`src/rtl/bit32_and.sv`:
```
// ---------------------------------------------------------------------------
// bit32_and
//   32-bit bitwise AND unit for the MultDiv/ALU datapath.
//   data_result is the purely combinational A & B for same-cycle consumers.
//   result_q/zero_q/ones_q are a one-stage registered copy of it, loaded when
//   in_valid is high. out_valid marks the cycle right after a capture.
//
// Optional build macro:
//   BIT32_AND_PARITY_EN  adds parity_q, the registered XOR-reduction of A & B.
//
// Ports:
//   clock          in   rising-edge clock
//   reset_n        in   asynchronous active-low reset
//   data_operandA  in   [WIDTH-1:0] operand A
//   data_operandB  in   [WIDTH-1:0] operand B
//   in_valid       in   operands are valid this cycle
//   data_result    out  [WIDTH-1:0] combinational A & B
//   result_q       out  [WIDTH-1:0] registered A & B
//   out_valid      out  result_q and flags hold a fresh result
//   zero_q         out  registered result_q == 0
//   ones_q         out  registered result_q == all ones
//   parity_q       out  registered ^(A & B)   (BIT32_AND_PARITY_EN only)
// ---------------------------------------------------------------------------
module bit32_and #(
  parameter int WIDTH = 32
) (
  input  logic             clock,
  input  logic             reset_n,
  input  logic [WIDTH-1:0] data_operandA,
  input  logic [WIDTH-1:0] data_operandB,
  input  logic             in_valid,
  output logic [WIDTH-1:0] data_result,
  output logic [WIDTH-1:0] result_q,
  output logic             out_valid,
  output logic             zero_q,
  output logic             ones_q
`ifdef BIT32_AND_PARITY_EN
  ,
  output logic             parity_q
`endif
);

  assign data_result = data_operandA & data_operandB;

  // Flags are computed from the same value that lands in result_q, so they
  // can never disagree with it; reset state (result 0) reports zero_q = 1.
  always_ff @(posedge clock or negedge reset_n) begin
    if (!reset_n) begin
      result_q  <= '0;
      zero_q    <= 1'b1;
      ones_q    <= 1'b0;
      out_valid <= 1'b0;
    end else begin
      out_valid <= in_valid;
      if (in_valid) begin
        result_q <= data_result;
        zero_q   <= (data_result == '0);
        ones_q   <= &data_result;
      end
    end
  end

`ifdef BIT32_AND_PARITY_EN
  always_ff @(posedge clock or negedge reset_n) begin
    if (!reset_n) begin
      parity_q <= 1'b0;
    end else if (in_valid) begin
      parity_q <= ^data_result;
    end
  end
`endif

endmodule

```
`config.mk`:
```
export PLATFORM = sky130hd
export DESIGN_NAME = bit32_and
export DESIGN_NICKNAME = d
export VERILOG_FILES = /design/src/rtl/bit32_and.sv
export SDC_FILE = /design/constraint.sdc
export NUM_CORES = 1
export LEC_CHECK = 0
export ABC_CLOCK_PERIOD_IN_PS = 1030
export BUFFER_PORTS_ARGS = -buffer_cell sky130_fd_sc_hd__buf_2
export CORE_MARGIN = 1.5
export CORE_UTILIZATION = 24
export DETAILED_ROUTE_END_ITERATION = 12
export PLACE_DENSITY_LB_ADDON = 0.2
export SYNTH_ARGS = -nofsm -noshare
export SYNTH_HDL_FRONTEND = slang
export SYNTH_SLANG_ARGS = --single-unit
```
`constraint.sdc`:
```
create_clock -name clock -period 1.03 [get_ports clock]
set_input_delay 0.0515 -clock clock [delete_from_list [all_inputs] [get_ports clock]]
set_output_delay 0.0515 -clock clock [all_outputs]
set_load 0.01 [all_outputs]
```
### Word level (Yosys, flattened, before mapping)

Index checks and enable logic that the tools add are counted.

* bits of input ports: 67
* output and inout bits: 67
* word-level logic and storage cells: 7
* register bits: 35

* reduce and logical (&&, ||, !) cells: 2
* bitwise operators: 1

Operator list (count)
* 32-bit bitwise AND: 1
* 32-bit logical NOT: 1
* 32-bit AND reduction: 1

### Logic depth before layout (Yosys ltp)

* word-level depth: 2
* gate-level depth with buffers: 4
* depth with buffers taken out: 4

### Worst setup path before layout

Ideal clock, no wire load.

* path kind: in2reg
* from: input port data_operandA[23]
* to: register zero_q
* path slack: 64 ps
* library setup time: 89 ps
* path buffers: 0
* stages on the path: 4
* data arrival time: 877 ps
* path through: and2_1 -> nor4_1 -> nand4_1 -> o32ai_2

* cells in the longest elaborated chain, start to end: 2

Ends and longest elaborated chain
* start: declaration: line 29 `input logic [WIDTH-1:0] data_operandA,`
* 32-bit bitwise AND: line 43 `assign data_result = data_operandA & data_operandB;`
* 32-bit logical NOT: line 57 `zero_q <= (data_result == '0);`
* end signal: assignment: line 57
* end: declaration: line 35 `output logic zero_q,`

No other way between the ends.
A chain may end at the register's enable or synchronous reset.

### Worst setup path after layout

* from: register zero_q
* to: output port zero_q

No word-level cell between the ends.

==> metrics <==
Int Pwr=about 2500 uW; Synth warnings=0; H-tree Lvls=2; DP HPWL=~4.6 mm; Seq pwr share=43.8%; most numerous cell in the Yosys netlist=dfrtp_1; Die H=around 87 um; initial core utilization=24.9%; cell count after synthesis=around 140; synth cell count leaders=dfrtp_1, mux2_2, and2_1; minimum clock period=about 1000 ps; clock root buffer master=clkbuf_8; Crit-path slowest cell=dfstp_2; pwr dens=1230 nW/um^2; Fin. Hold Viols=0; antenna violations before repair=0; post-CTS setup buffer count=0; first-pass detailed-route iteration total=3; Area Growth Syn to Fin=67.9%; post-route ant nets=0; Hold WC Path Type=in2reg; CP Capture Type=primary output; crit path buf inv count=1; core footprint=6830 um^2; Top Family by Delay on Critical Path=flip-flops; dominant cells by area after synthesis=dfrtp_1, mux2_2, and2_1; Clk pwr share=about a third; Syn Nets=slightly above 200; critical path peak fanout=2; Vias/cell=roughly 4.3; Post-synth EDFFs=0; status=finished clean; CTS Buffer Depth=2; Final GP Congestion=0.774; crit start category=register; max cap viols=0; Comb power frac=between 20% and 30%; fin area=roughly 2900 um^2; fill count=slightly above 700; Setup TNS=0 ps; DRT iter0 DRCs=34; ant diodes=0; syn_area_per_cell=about 13 um^2; share of the yosys chip area belonging to registers=about half; first-pass GRT wire length=around 8.3 mm; leakage=about 0.0015 uW; Critical Path AT=approximately 950 ps; asr flop ratio synth=100%; vias in the first global route=~1,700; Slew Limit Fails=0; Reg area=877 um^2; DR vias=around 1,700; I/O pin count=134; setup violators final=0; CP peak stage delay=roughly 560 ps; unrepaired setup endpoints after global routing=yes; share of cells above drive strength 1=71.1%; multi-input logic area=roughly 800 um^2; synth unique cells=21; overall routing resource usage=14.9%; CTS tree=yes; Clock Pin Slew Worst Setup and Hold Paths=approximately 80 ps; net switching power=between 900 and 1000 uW; CTS Sinks=35; nets=370; switch share=a little over a quarter; total gr overflow=0; Cell Rows=30; DIE AREA=7600 um^2; FMAX=roughly 1000 MHz; Die X=87.2 um; DP Area=about 2700 um^2; Setup CP Type=reg2out; CP cell instances=buf_6; CTS Buf Count=5; Final Cycle Share=97.3%; Top FF cell, synth=dfrtp_1; post-synth top area cell=dfrtp_1; maximum number of pins on one net before global-route repair=36; Rel. slew slack=between 70% and 80%; Worst-Margin Slew=a little under 400 ps; routed len/inst=14.0 um; CP required=approximately 980 ps; drt drc=0; flops & latches, synth=35; post-synth top area share=between 50% and 60%; Clock Skew=0 ps; clk_lat worst skew=290 ps; Peak supply drop=around 520 uV; Post-Route WL=5.59 mm; mapped cell area=1700 um^2; Buffers on Ports=around 130
==> area by class of cell <==
type	instances	area share [%]
Clock buffer	7	3.37
Clock inverter	1	0.263
Inverter	2	0.263
Multi-Input combinational cell	94	28.3
Sequential cell	35	30.7
Tap cell	96	4.20
Timing Repair Buffer	165	32.9
==> stage by stage <==
stage	utilization [%]	std cells	hold slack, ps	total power (uW)	setup slack [ps]
detailed placement	39.9	391	31.6	2410	-352
global placement	39.9	391	28.6	2410	-356
global route	41.8	400	106	3730	-8.44
finish	41.8	400	108	3510	28.2
floorplan	-	135	-244	1910	63.7
CTS	41.8	400	107	3580	10.2
==> routing by layer <==
layer | up-vias | wire length [um] | global-route usage, %
met5 | - | 0 | 0
met4 | 0 | 58 | 4.33
met3 | 4 | 406 | 4.64
met2 | 80 | 2650 | 24.5
met1 | 796 | 2480 | 18.8
li1 | 838 | - | -
==> worst reg2reg max path, delay by kind of cell (launching register included) <==
| family | cells | cell delay, ps |
|---|---|---|
| buffers and inverters | 1 | 50 |
| AOI/OAI and AO/OA | 1 | 110 |
| DFF | 1 | 560 |
==> flip-flops by register name, summed over array words and instances, names as in the netlist <==
name and flops:
zero_q 1, result_q 32, ones_q 1, out_valid 1
==> kinds of logic after synthesis <==
family                 Yosys count  synth area share [%]
buffers and inverters            6                  1.62
AOI/OAI and AO/OA                3                  2.21
muxes                           31                  20.5
DFF                             35                  51.5
and+or+nand+nor                 60                  24.1
==> power groups by stage <==
stage | Sequential, uW | Clock [uW] | Combinational (uW)
6_report | 1540 | 1130 | 843
3_3_place_gp | 1560 | 0 | 846
2_1_floorplan | 1620 | 0 | 292
3_5_place_dp | 1560 | 0 | 849
5_1_grt | 1550 | 1250 | 920
4_1_cts | 1540 | 1180 | 860
==> layout by cell type, fill, tap and decap left out <==
cell / instances
and2_1: 26
and2_2: 1
and2_4: 5
and4_1: 2
buf_12: 2
buf_2: 132
buf_4: 29
buf_6: 1
clkbuf_8: 7
clkinvlp_4: 1
dfrtp_1: 34
dfstp_2: 1
dlygate4sd3_1: 1
inv_1: 2
mux2_2: 31
nand2_1: 1
nand2b_1: 1
nand3_1: 2
nand3b_1: 1
nand4_1: 11
nor3_1: 1
nor4_1: 5
nor4_2: 3
nor4_4: 1
o21ai_0: 1
o32ai_2: 1
o41ai_2: 1
==> worst paths after layout <==
path / from / to / slack [ps] / depth (start not counted)
setup / recovery: zero_q / zero_q / 30 / 1
hold / removal: in_valid / ones_q / 110 / 3
setup reg to reg: zero_q / zero_q / 230 / 2
hold reg to reg: ones_q / ones_q / 490 / 2
max in group asynchronous: reset_n / zero_q / 540 / 3
min in group asynchronous: reset_n / result_q[10] / 240 / 3
==> what timing repair did <==
action,CTS,global route
pin swaps,0,0
resized for setup,4,0
hold endpoints to repair,35,0
hold buffers,1,0
setup endpoints to repair,2,1
Note: power is estimated with default switching activity, not from simulation.
